$ cat src/rtl/march_ctrl_if.sv
// March C- controller bus: start request, RAM port and status flags.
// master = controller side, slave = environment (RAM model / sequencer).
interface march_ctrl_if #(
  parameter int ADDR_W = 3,
  parameter int DATA_W = 3
);
  logic              start;
  logic [DATA_W-1:0] ram_rdata;
  logic [ADDR_W-1:0] ram_addr;
  logic              ram_we;
  logic              ram_re;
  logic [DATA_W-1:0] ram_wdata;
  logic              acc_en;
  logic              busy;
  logic              done;
  logic              fail;
  logic [ADDR_W-1:0] fail_addr;

  modport master (
    input  start, ram_rdata,
    output ram_addr, ram_we, ram_re, ram_wdata, acc_en, busy, done, fail, fail_addr
  );

  modport slave (
    output start, ram_rdata,
    input  ram_addr, ram_we, ram_re, ram_wdata, acc_en, busy, done, fail, fail_addr
  );
endinterface

$ cat src/rtl/march_ctrl.sv
// March C- memory test sequencer.
// Elements: M0 up{w0}, M1 up{r0,w1}, M2 up{r1,w0}, M3 down{r0,w1},
// M4 down{r1,w0}, M5 down{r0}, then one DRAIN cycle for the last read's data.
// All bus outputs are registered from the next-state decode.
// Optional macro MARCH_CTRL_CMP_EN enables the inline read comparator that
// drives fail/fail_addr; without it those outputs are tied to zero.
module march_ctrl #(
  parameter int ADDR_W = 3,
  parameter int DATA_W = 3
) (
  input  logic          clk,
  input  logic          reset,
  march_ctrl_if.master  bus
);

  typedef enum logic [3:0] {
    IDLE  = 4'd0,
    M0    = 4'd1,
    M1    = 4'd2,
    M2    = 4'd3,
    M3    = 4'd4,
    M4    = 4'd5,
    M5    = 4'd6,
    DRAIN = 4'd7,
    DONE  = 4'd8
  } state_t;

  localparam logic [ADDR_W-1:0] LAST = {ADDR_W{1'b1}};
  localparam logic [ADDR_W-1:0] ONE  = ADDR_W'(1);

  state_t            state;
  logic [ADDR_W-1:0] addr;
  logic              op;         // 0 = read slot, 1 = write slot of a two-op element

  state_t            nxt_state;
  logic [ADDR_W-1:0] nxt_addr;
  logic              nxt_op;
  logic              nxt_we;
  logic              nxt_re;
  logic              nxt_ones;   // write data is all ones
  logic              nxt_march;  // next state is one of M0..M5

  // Next-state and address sequencing for the March elements.
  always_comb begin
    nxt_state = state;
    nxt_addr  = addr;
    nxt_op    = op;
    case (state)
      IDLE, DONE: begin
        if (bus.start) begin
          nxt_state = M0;
          nxt_addr  = '0;
          nxt_op    = 1'b0;
        end else begin
          nxt_state = state;
        end
      end
      M0: begin
        if (addr == LAST) begin
          nxt_state = M1;
          nxt_addr  = '0;
        end else begin
          nxt_addr = addr + ONE;
        end
      end
      M1, M2: begin
        if (!op) begin
          nxt_op = 1'b1;
        end else begin
          nxt_op = 1'b0;
          if (addr == LAST) begin
            nxt_state = (state == M1) ? M2 : M3;
            nxt_addr  = (state == M1) ? '0 : LAST;
          end else begin
            nxt_addr = addr + ONE;
          end
        end
      end
      M3, M4: begin
        if (!op) begin
          nxt_op = 1'b1;
        end else begin
          nxt_op = 1'b0;
          if (addr == '0) begin
            nxt_state = (state == M3) ? M4 : M5;
            nxt_addr  = LAST;
          end else begin
            nxt_addr = addr - ONE;
          end
        end
      end
      M5: begin
        if (addr == '0) begin
          nxt_state = DRAIN;
        end else begin
          nxt_addr = addr - ONE;
        end
      end
      DRAIN: begin
        nxt_state = DONE;
        nxt_addr  = '0;
      end
      default: begin
        nxt_state = IDLE;
        nxt_addr  = '0;
        nxt_op    = 1'b0;
      end
    endcase
  end

  // Decode the RAM strobes and write data for the state being entered.
  always_comb begin
    nxt_we    = 1'b0;
    nxt_re    = 1'b0;
    nxt_ones  = 1'b0;
    nxt_march = 1'b0;
    case (nxt_state)
      M0: begin
        nxt_we    = 1'b1;
        nxt_march = 1'b1;
      end
      M1, M3: begin
        nxt_we    = nxt_op;
        nxt_re    = ~nxt_op;
        nxt_ones  = nxt_op;
        nxt_march = 1'b1;
      end
      M2, M4: begin
        nxt_we    = nxt_op;
        nxt_re    = ~nxt_op;
        nxt_march = 1'b1;
      end
      M5: begin
        nxt_re    = 1'b1;
        nxt_march = 1'b1;
      end
      default: begin
        nxt_we    = 1'b0;
        nxt_re    = 1'b0;
      end
    endcase
  end

  // Controller FSM with registered bus outputs; acc_en trails ram_re by one cycle.
  always_ff @(posedge clk or negedge reset) begin
    if (!reset) begin
      state         <= IDLE;
      addr          <= '0;
      op            <= 1'b0;
      bus.ram_addr  <= '0;
      bus.ram_we    <= 1'b0;
      bus.ram_re    <= 1'b0;
      bus.ram_wdata <= '0;
      bus.acc_en    <= 1'b0;
      bus.busy      <= 1'b0;
      bus.done      <= 1'b0;
    end else begin
      state         <= nxt_state;
      addr          <= nxt_addr;
      op            <= nxt_op;
      bus.ram_addr  <= nxt_march ? nxt_addr : '0;
      bus.ram_we    <= nxt_we;
      bus.ram_re    <= nxt_re;
      bus.ram_wdata <= (nxt_we && nxt_ones) ? {DATA_W{1'b1}} : {DATA_W{1'b0}};
      bus.acc_en    <= bus.ram_re;
      bus.busy      <= nxt_march || (nxt_state == DRAIN);
      bus.done      <= (nxt_state == DONE);
    end
  end

`ifdef MARCH_CTRL_CMP_EN
  logic [ADDR_W-1:0] rd_addr;
  logic [DATA_W-1:0] rd_exp;

  // Capture address and expected value of the read in flight, compare when data returns.
  always_ff @(posedge clk or negedge reset) begin
    if (!reset) begin
      rd_addr       <= '0;
      rd_exp        <= '0;
      bus.fail      <= 1'b0;
      bus.fail_addr <= '0;
    end else begin
      if (bus.ram_re) begin
        rd_addr <= bus.ram_addr;
        rd_exp  <= ((state == M2) || (state == M4)) ? {DATA_W{1'b1}} : {DATA_W{1'b0}};
      end else begin
        rd_addr <= rd_addr;
      end
      if (bus.start && ((state == IDLE) || (state == DONE))) begin
        bus.fail      <= 1'b0;
        bus.fail_addr <= '0;
      end else if (bus.acc_en && !bus.fail && (bus.ram_rdata != rd_exp)) begin
        bus.fail      <= 1'b1;
        bus.fail_addr <= rd_addr;
      end else begin
        bus.fail      <= bus.fail;
      end
    end
  end
`else
  assign bus.fail      = 1'b0;
  assign bus.fail_addr = '0;
`endif

endmodule

$ cat src/flat_wrapper.sv
// flat-port wrapper written by rule: the top's interface ports become plain ports
module march_ctrl_flat 
#(
  parameter int ADDR_W = 3,
  parameter int DATA_W = 3
)
  (clk, reset, bus_start, bus_ram_rdata, bus_ram_addr, bus_ram_we, bus_ram_re, bus_ram_wdata, bus_acc_en, bus_busy, bus_done, bus_fail, bus_fail_addr);
  march_ctrl_if #(.ADDR_W(ADDR_W), .DATA_W(DATA_W)) bus_i ();
  input  logic clk;
  input  logic reset;
  input wire logic [$bits(bus_i.start)-1:0] bus_start;
  input wire logic [$bits(bus_i.ram_rdata)-1:0] bus_ram_rdata;
  output wire logic [$bits(bus_i.ram_addr)-1:0] bus_ram_addr;
  output wire logic [$bits(bus_i.ram_we)-1:0] bus_ram_we;
  output wire logic [$bits(bus_i.ram_re)-1:0] bus_ram_re;
  output wire logic [$bits(bus_i.ram_wdata)-1:0] bus_ram_wdata;
  output wire logic [$bits(bus_i.acc_en)-1:0] bus_acc_en;
  output wire logic [$bits(bus_i.busy)-1:0] bus_busy;
  output wire logic [$bits(bus_i.done)-1:0] bus_done;
  output wire logic [$bits(bus_i.fail)-1:0] bus_fail;
  output wire logic [$bits(bus_i.fail_addr)-1:0] bus_fail_addr;
  assign bus_i.start = bus_start;
  assign bus_i.ram_rdata = bus_ram_rdata;
  assign bus_ram_addr = bus_i.ram_addr;
  assign bus_ram_we = bus_i.ram_we;
  assign bus_ram_re = bus_i.ram_re;
  assign bus_ram_wdata = bus_i.ram_wdata;
  assign bus_acc_en = bus_i.acc_en;
  assign bus_busy = bus_i.busy;
  assign bus_done = bus_i.done;
  assign bus_fail = bus_i.fail;
  assign bus_fail_addr = bus_i.fail_addr;
  march_ctrl #(.ADDR_W(ADDR_W), .DATA_W(DATA_W)) u_core (.clk(clk), .reset(reset), .bus(bus_i));
endmodule
$ cat config.mk
export PLATFORM = sky130hd
export DESIGN_NAME = march_ctrl_flat
export DESIGN_NICKNAME = d
export VERILOG_FILES = /design/src/rtl/march_ctrl_if.sv /design/src/rtl/march_ctrl.sv /design/src/flat_wrapper.sv
export SDC_FILE = /design/constraint.sdc
export NUM_CORES = 1
export LEC_CHECK = 0
export CORE_UTILIZATION = 50
export DETAILED_ROUTE_END_ITERATION = 8
export GPL_ROUTABILITY_DRIVEN = 0
export HOLD_SLACK_MARGIN = 0.03
export PLACE_DENSITY = 0.81
export SETUP_SLACK_MARGIN = 0.4
export SLEW_MARGIN = 30
export SYNTH_ARGS = -nofsm -noshare
export SYNTH_HDL_FRONTEND = slang
export SYNTH_SLANG_ARGS = --single-unit
$ cat constraint.sdc
create_clock -name clk -period 5 [get_ports clk]
set_input_delay 0.75 -clock clk [delete_from_list [all_inputs] [get_ports clk]]
set_output_delay 0.75 -clock clk [all_outputs]
set_load 0.01 [all_outputs]
* Word level (Yosys, flattened, before mapping)
Cells that the tools add are included.
** Storage, ports and cells
- Flip-flop bits (word level) :: 19
- Output and inout bits :: 15
** Operators by class
- $add $sub $neg :: 2
- Eq/ne operators :: 17
- Multiplexer cells :: 28
- Bitwise operators :: 1
- Reductions and logical operators :: 12
** Operators by type and width (count)
- 3-bit 2-to-1 mux :: 11
- 4-bit by 3-bit equality test with 1-bit output, second input constant :: 8
- 4-bit 2-to-1 mux :: 7
- 4-bit case mux with 6 select lines :: 1
- 4-bit by 2-bit equality test with 1-bit output, second input constant :: 4
- 3-bit case mux with 5 select lines :: 1
- 4-bit by 1-bit equality test with 1-bit output, second input constant :: 2
- 4-bit equality test, second input constant :: 2
- 2-bit OR reduction :: 4
- 4-bit OR reduction :: 2
- 6-bit OR reduction :: 1
- 4-bit logical NOT :: 1
- 1-bit 2-to-1 mux :: 4
- 1-bit case mux with 2 select lines :: 2
- 3-bit by 1-bit adder with 3-bit output, second input constant :: 1
- 3-bit equality test, second input constant :: 1
- 3-bit logical NOT :: 1
- 1-bit case mux with 3 select lines :: 1
- 3-bit OR reduction :: 1
- 3-bit by 1-bit subtractor with 3-bit output, second input constant :: 1
- 2-bit 2-to-1 mux :: 1
- 1-bit logical AND :: 1
- 1-bit logical OR :: 1
- 1-bit NOT :: 1

* Logic depth before layout (Yosys ltp)
Gate-level depths: netlist (run 1).
- Depth in word-level cells :: 10
- Gate-level depth with buffers :: 9
- Depth with buffers taken out :: 9

* Worst setup path after synthesis (run 1)
OpenSTA, ideal clock, no wires.
- Kind :: register to register
- Start point :: register u_core.addr[0]
- End point :: register u_core.bus.busy
- Setup time :: 131 ps
- Arrival :: 2079 ps
- Required time :: 4869 ps
- Slack :: 2790 ps
- Cell stages (with the launch flop) :: 8
- Buffers on the path :: 1
- Path through :: dfrtp_1 -> inv_1 -> ha_1 -> and3b_1 -> mux2_4 -> or4b_4 -> buf_6 -> or3_1
** Between the ends
- Longest elaborated chain between the ends :: 8
- Elaborated cells between the ends (all ways) :: 19
- Classes of those cells :: 8 x eq/ne; 8 x mux; 3 x reduce/logical
** RTL lines
- start: declaration :: line march_ctrl.sv:32 : logic [ADDR_W-1:0] addr;
- start signal: assignment :: line march_ctrl.sv:159 : addr <= nxt_addr;
- 3-bit equality test / 3-bit logical NOT (equally long branches)
- 4-bit 2-to-1 mux, on equally long branches :: line march_ctrl.sv:71, march_ctrl.sv:84
- 4-bit 2-to-1 mux, on equally long branches :: line march_ctrl.sv:67, march_ctrl.sv:80
- 4-bit case mux with 6 select lines (*) :: line march_ctrl.sv:48 : case (state)
- net u_core.nxt_state[0] :: line march_ctrl.sv:35 : state_t nxt_state;
- 4-bit by 1-bit equality test with 1-bit output (tied with other cells) :: line march_ctrl.sv:117 : case (nxt_state)
- 6-bit OR reduction (no source line)
- 1-bit 2-to-1 mux :: line march_ctrl.sv:117
- 1-bit logical OR (*) :: line march_ctrl.sv:166 : bus.busy <= nxt_march || (nxt_state == DRAIN);
- end signal: assignment :: line march_ctrl.sv:166
- end: declaration :: line march_ctrl_if.sv:21 : output ram_addr, ram_we, ram_re, ram_wdata, acc_en, busy, done, fail, fail_addr
The timed path passes the listed nets; every way through them passes the cells marked *.

* Final worst setup path (run 1)
- Start point :: register u_core.op
- End point :: register u_core.bus.ram_addr[2]
** Between the ends
- Longest elaborated chain between the ends :: 6
- Elaborated cells between the ends (all ways) :: 15
- Classes of those cells :: 6 x eq/ne; 8 x mux; 1 x reduce/logical
** RTL lines
- start: declaration :: line march_ctrl.sv:33 : logic op;
- start signal: assignment :: line march_ctrl.sv:160 : op <= nxt_op;
- 4-bit 2-to-1 mux, on equally long branches :: line march_ctrl.sv:80, march_ctrl.sv:67
- 4-bit case mux with 6 select lines :: line march_ctrl.sv:48
- 4-bit by 1-bit equality test with 1-bit output (tied with other cells) :: line march_ctrl.sv:117
- 6-bit OR reduction (no source line)
- 1-bit 2-to-1 mux :: line march_ctrl.sv:117
- 3-bit 2-to-1 mux (*) :: line march_ctrl.sv:161 : bus.ram_addr <= nxt_march ? nxt_addr : '0;
- end signal: assignment :: line march_ctrl.sv:161
- end: declaration :: line march_ctrl_if.sv:21
Mark *: on every way between the ends. The rest lies on a longest branch, timed or not.

==> results of run 1 <==
-- area by class of cell --
class / count / area [sq um] / share of cell area
inverter: 9 / 33.78 / 0.02606
clock buffer: 3 / 22.52 / 0.01737
multi-input combinational: 90 / 644.4 / 0.4971
sequential: 17 / 425.4 / 0.3282
tap: 28 / 35.03 / 0.02703
clock inverter: 1 / 5.005 / 0.003861
timing repair buffer: 13 / 130.1 / 0.1004
-- power groups by stage --
stage          clock (mW)  sequential [mW]  combinational, mW
6_report           0.0708            0.274              0.421
5_1_grt            0.0788            0.285              0.470
4_1_cts            0.0720            0.271              0.419
3_5_place_dp            0            0.274              0.418
3_3_place_gp            0            0.271              0.405
2_1_floorplan           0            0.244              0.336
-- registers in the layout, summed over array words and instances, names as in the netlist --
signal,flops
u_core.state,4
u_core.addr,3
u_core.bus.ram_addr,3
u_core.bus.acc_en,1
u_core.bus.busy,1
u_core.bus.done,1
u_core.bus.ram_re,1
u_core.bus.ram_wdata,1
u_core.bus.ram_we,1
u_core.op,1
-- cell families (layout without fill, tap and decap cells) --
| kind of cell | Yosys count | after routing | synth area share |
|---|---|---|---|
| other cells | 1 | 4 | 0.003199 |
| compound gates | 35 | 35 | 0.2199 |
| flops | 17 | 17 | 0.3629 |
| mux | 1 | 1 | 0.01280 |
| buf+inv | 22 | 26 | 0.09711 |
| fa+ha+maj | 6 | 6 | 0.06403 |
| xor+xnor | 2 | 2 | 0.01494 |
| simple gates | 42 | 42 | 0.2252 |
-- through the flow --
step / setup WS (ns) / std cells
after global routing: 2.533 / 161
final: 2.667 / 161
after global placement: 2.416 / 157
after floorplan: 2.790 / 129
after detailed placement: 2.391 / 157
after CTS: 2.675 / 161
-- path summary, 6_finish.rpt --
path,end,start,depth (start not counted)
min in group asynchronous,u_core.bus.busy,reset,1
worst max register to register,u_core.bus.ram_addr[2],u_core.op,5
worst max-delay path,u_core.bus.ram_addr[2],u_core.op,5
worst min-delay path,u_core.bus.acc_en,u_core.bus.ram_re,0
worst min register to register,u_core.bus.acc_en,u_core.bus.ram_re,0
max in group asynchronous,u_core.state[0],reset,1
-- routing by layer --
layer / GRT usage / vias to the layer above / routed length [um]
met3: 0.01818 / 4 / 153
met1: 0.2538 / 445 / 974
met4: 0.1343 / 0 / 53
met2: 0.3289 / 42 / 1078
met5: 0 / - / 0
li1: - / 456 / -
-- cell usage in the layout (no fill, tap or decap), drive strengths merged, types with 2 or more instances in the layout --
master,instances
dfrtp,17
clkdlybuf4s50,13
inv,9
nor2b,8
o21ai,8
nor2,7
a21oi,7
ha,6
nand2,5
conb,4
nand2b,3
clkbuf,3
o31ai,3
nand4bb,2
nor3b,2
nor3,2
a32o,2
o211a,2
o211ai,2
or2,2
-- critical path, cell delays in order, from the launching register on --
cell	delay [ns]
dfrtp_1	0.68
and3b_1	0.31
mux2_4	0.32
or4b_4	0.55
o31ai_2	0.27
nor2b_1	0.08
==> impl_results.md, run 1 <==
* Status: complete, no violations
* Initial antenna violation count at 0
* Post-synthesis cell type count at 50
* RSZ-0062 raised after global routing: false
* Hold Path Class: flip-flop to flip-flop
* Post-Route WL at 2.259 mm
* Initial core utilization at 0.5300
* Net Switching at 331.7 uW
* Post-synth ARST share at 1.000
* Clk_lat worst skew at 0.29 ns
* Most common flop cell mapped by yosys: dfrtp_1
* Post-DRT Antenna Nets at 0
* Count leader, synth: dfrtp_1
* Reg2reg setup slack at 2.67 ns
* I/O pins at 21
* DRC Markers at 0
* DP HPWL at 1.644 mm
* Crit path launch type: flip-flop
* CTS root buffer: clkbuf_4
* Endpoints failing setup at 0
* CTS resizes at 0
* Placed cell area at 1269 sq um
* Synth area leader: dfrtp_1
* Synth warnings at 0
* Sequential Power Share at 0.357
* TritonCTS clock tree: yes
* Layout Area Growth over Synthesis at 10.57%
* Combinational Power Share at 0.550
* Nets at 146
* Peak VDD IR at 0.2710 mV
* Min cycle time layout at 2.333 ns
* Fin Clk Skew at 0.005938 ns
* Total power at 766.1 uW
* PortBufs at 13
* # Max-Cap Violations at 0
* Finished Cell Area at 1296 sq um
* Switching Fraction at 0.4330
* Largest net degree at the start of global routing at 20
* Global-route wire length before repair at 3.843 mm
* Row count at 17
* Syn_area_per_cell at 9.305 sq um
* WL/cell at 14.03 um
* Worst hold slack at 0.3887 ns
* Post-CTS setup buffer count at 0
* Fin crit share at 0.4666
* Drt pass-1 iters at 4
* Width of the die at 50.42 um
* P_leak at 0.5805 nW
* Total number of vias at 947
* Final core area utilization at 0.5860
* CTS Hold Bufs at 0
* Total CTS buffers at 3
* Critical path class: flip-flop to flip-flop
* GRT Total Usage at 0.2022
* Critical path data arrival time at 2.50 ns
* Vias in the first global route at 854
* Ant. Diodes at 0
* Clock Path Buffers at 2
* Final Max Tran Viols at 0
* FMAX at 428.7 MHz
* Total internal power at 434.4 uW
* Top-area cell type share of the netlist area at 0.3629
* Sequential share of the synthesized area at 0.3629
* Least-Margin Pin Slew at 0.7041 ns
* Core region area at 2212 sq um
* Max FO, Critical Path at 15
* Crit end category: flip-flop
* Clock power frac at 0.092
* Clock-pin slew on the worst setup and hold paths at 0.10 ns
* Mapped Area at 1172 sq um
* Synth Instances at 126
* Fin. Hold Viols at 0
* EDFF count, synth at 0
* Overflow after GRT at 0
* PD cells at 591.0 nW/um^2
* First DRT Iteration DRCs at 25
* Chip height at 50.42 um
* Die area at 2542 sq um
* Slew headroom at 0.5291
* Post-synthesis register bit count at 17
* # fillers at 192
* H-tree levels at 1
* Setup_tns at 0 ns
* Post-synth top cells: dfrtp_1 (17), inv_1 (9), nor2b_1 (8)
* Synth area leaders: dfrtp_1 (36%), ha_1 (6.4%), nor2b_1 (4.3%), buf_4 (3.8%), a21oi_1 (3.0%)
* Vias per cell at 5.882
* Crit path required time at 5.17 ns
* Ratio of cells with drive above 1 in the final layout at 0.07519
* Clk sinks at 17
Power figures use the tool's default switching activity.
==> run 2, diff against run 1 <==
--- a/config.mk
+++ b/config.mk
@@ -5,11 +5,11 @@
 export SDC_FILE = /design/constraint.sdc
 export NUM_CORES = 1
 export LEC_CHECK = 0
-export CORE_UTILIZATION = 50
+export CORE_UTILIZATION = 46
 export DETAILED_ROUTE_END_ITERATION = 8
 export GPL_ROUTABILITY_DRIVEN = 0
 export HOLD_SLACK_MARGIN = 0.03
-export PLACE_DENSITY = 0.81
+export PLACE_DENSITY = 0.79
 export SETUP_SLACK_MARGIN = 0.4
 export SLEW_MARGIN = 30
 export SYNTH_ARGS = -nofsm -noshare
==> constraint.sdc (replaced) <==
create_clock -name clk -period 2.12 [get_ports clk]
set_input_delay 0.318 -clock clk [delete_from_list [all_inputs] [get_ports clk]]
set_output_delay 0.318 -clock clk [all_outputs]
set_load 0.01 [all_outputs]
==> run 2 against run 1 <==
  * The flow now finishes with violations (negative setup slack)
  * Sequential power up 110%
  * Via count rose by 20%
  * Clock power rose to 2.6 times the previous value
  * Utilization is 14 points higher
  * First-iteration DRC count grew 56%
  * Power grew to 3.2 times the previous value
  * Largest power group unchanged
==> impl_results.md, run 2 (synthesis gave the netlist of run 1 again) <==
* Total CTS buffers at 3 (unchanged)
* Peak VDD IR at 1.089 mV (+300%)
* TritonCTS clock tree: yes
* Die area at 2755 sq um (+8.4%)
* Sequential Power Share at 0.229 (-0.128)
* Row count at 17 (unchanged)
* Fin crit share at 1.018 (+0.5514)
* I/O pins at 21 (unchanged)
* # Max-Cap Violations at 0 (unchanged)
* Width of the die at 52.49 um (+4.1%)
* CTS root buffer: clkbuf_4
* DP HPWL at 2.213 mm (+35%)
* Most flops, register: u_core.state
* RSZ-0062 raised after global routing: true
* Placed insts at 176 (+12%)
* P_leak at 0.7396 nW (+27%)
* Final Max Tran Viols at 0 (unchanged)
* Worst Slack Setup Final at -0.03816 ns (-2.705 ns)
* PortBufs at 13 (unchanged)
* Crit path launch type: flip-flop
* Post-Route WL at 3.260 mm (+44%)
* First DRT Iteration DRCs at 39 (+56%)
* Clk sinks at 17 (unchanged)
* Clock power frac at 0.076 (-0.016)
* Layout Area Growth over Synthesis at 41.30%
* Largest net degree at the start of global routing at 18 (-10%)
* Vias in the first global route at 1,149 (+35%)
* Clock-pin slew on the worst setup and hold paths at 0.12 ns (+0.02 ns)
* Overflow after GRT at 0 (unchanged)
* DRC Markers at 0 (unchanged)
* Least-Margin Pin Slew at 0.7988 ns (+0.09468 ns)
* Post-DRT Antenna Nets at 0 (unchanged)
* Fin. Hold Viols at 0 (unchanged)
* Clock Path Buffers at 2 (unchanged)
* Critical path data arrival time at 2.34 ns (-0.16 ns)
* CTS Hold Bufs at 0 (unchanged)
* Crit end category: flip-flop
* Placed cell area at 1451 sq um (+14%)
* WL/cell at 17.16 um (+22%)
* Failing checks: negative setup slack
* Most frequent cells in the layout: buf_4 (25), dfrtp_1 (16), clkdlybuf4s50_1 (13)
* Combinational Power Share at 0.695 (+0.145)
* Finished Cell Area at 1657 sq um (+28%)
* Slew headroom at 0.4658 (-0.06332)
* GRT Total Usage at 0.2700 (+0.06778)
* H-tree levels at 1 (unchanged)
* Commonest non-fill, non-tap cell in the layout: buf_4
* Clk_lat worst skew at 0.32 ns (+0.03 ns)
* Chip height at 52.49 um (+4.1%)
* Hold Path Class: flip-flop to flip-flop
* Max FO, Critical Path at 4 (-11)
* Initial core utilization at 0.5103 (-0.01963)
* Status: complete, but fails checks
* Endpoints failing setup at 3 (+3)
* Min cycle time layout at 2.158 ns (-0.1746 ns)
* Initial antenna violation count at 0 (unchanged)
* Critical path class: flip-flop to flip-flop
* Nets at 175 (+20%)
* PD cells at 1483 nW/um^2 (+150%)
* Top Registers: u_core.state (4), u_core.addr (3), u_core.bus.ram_addr (3)
* Max reg flops at 4 (unchanged)
* FMAX at 463.4 MHz (+8.1%)
* Drt pass-1 iters at 4 (unchanged)
* Switching Fraction at 0.4283 (-0.004685)
* Core region area at 2297 sq um (+3.8%)
* Total internal power at 1.405 mW (+220%)
* Global-route wire length before repair at 5.299 mm (+38%)
* Ant. Diodes at 0 (unchanged)
* Fin Clk Skew at 0.02273 ns (+0.01679 ns)
* Crit path required time at 2.31 ns (-2.86 ns)
* Net Switching at 1.052 mW (+220%)
* Ratio of cells with drive above 1 in the final layout at 0.3704 (+0.2952)
* Vias per cell at 6.005 (+2.1%)
* Total number of vias at 1,141 (+20%)
* Non-Filler Instances at 190 (+18%)
==> run 2: final timing paths <==
kind | slack (ns) | cells past startpoint | from | end
setup / recovery | -0.04 | 7 | u_core.addr[1] | u_core.bus.ram_addr[2]
hold / removal | 0.38 | 0 | u_core.bus.ram_re | u_core.bus.acc_en
setup reg to reg | -0.04 | 7 | u_core.addr[1] | u_core.bus.ram_addr[2]
min in group asynchronous | 0.44 | 1 | reset | u_core.bus.done
max in group asynchronous | 1.14 | 1 | reset | u_core.state[3]
hold reg to reg | 0.38 | 0 | u_core.bus.ram_re | u_core.bus.acc_en
==> run 2: cell type report <==
| type | count | area (sq um) |
|---|---|---|
| clock buffer | 3 | 22.52 |
| clock inverter | 1 | 5.005 |
| fill | 169 | 640.6 |
| inverter | 9 | 33.78 |
| multi-input combinational | 90 | 762.0 |
| sequential | 17 | 426.7 |
| tap | 28 | 35.03 |
| timing repair buffer | 42 | 371.6 |
==> run 2: power groups by stage <==
| stage | registers [mW] | clock network, mW | logic, mW |
|---|---|---|---|
| final | 0.563 | 0.187 | 1.71 |
| after global routing | 0.576 | 0.202 | 1.85 |
| after CTS | 0.554 | 0.185 | 1.53 |
| after detailed placement | 0.564 | 0 | 1.35 |
| after global placement | 0.561 | 0 | 1.29 |
| after floorplan | 0.578 | 0 | 0.826 |
==> run 2: through the flow <==
stage	worst slack [ns]	hold slack (ns)	setup TNS [ns]	util	total power, mW
2_1_floorplan	-0.02820	0.02241	-0.1205	-	1.404
6_report	-0.03816	0.3842	-0.09877	0.7211	2.457
3_3_place_gp	-0.1327	0.3562	-0.5359	0.6318	1.846
5_1_grt	-0.1070	0.3949	-0.4698	0.7211	2.627
4_1_cts	-0.02345	0.3860	-0.05502	0.6808	2.271
3_5_place_dp	-0.1586	0.3598	-0.6339	0.6318	1.914
==> run 2: critical path, cell delays in order, from the launching register on <==
cell     delay [ns]
dfrtp_1        0.42
inv_2          0.09
ha_4           0.14
and3b_2        0.20
mux2_4         0.30
or4b_4         0.55
o31ai_4        0.25
nor2b_1        0.09
==> run 2: repair_timing <==
item,CTS,global route
endpoints found under the setup margin,11,12
gates resized for setup,8,17
pin swaps,4,7
buffers inserted,6,4
==> run 2: routing by layer <==
metal | track usage | share of wire | vias to the layer above
met5 | 0 | 0 | -
met4 | 0.07456 | 0.033 | 0
met3 | 0.05797 | 0.055 | 13
met2 | 0.4895 | 0.52 | 51
met1 | 0.3152 | 0.39 | 558
li1 | - | - | 519
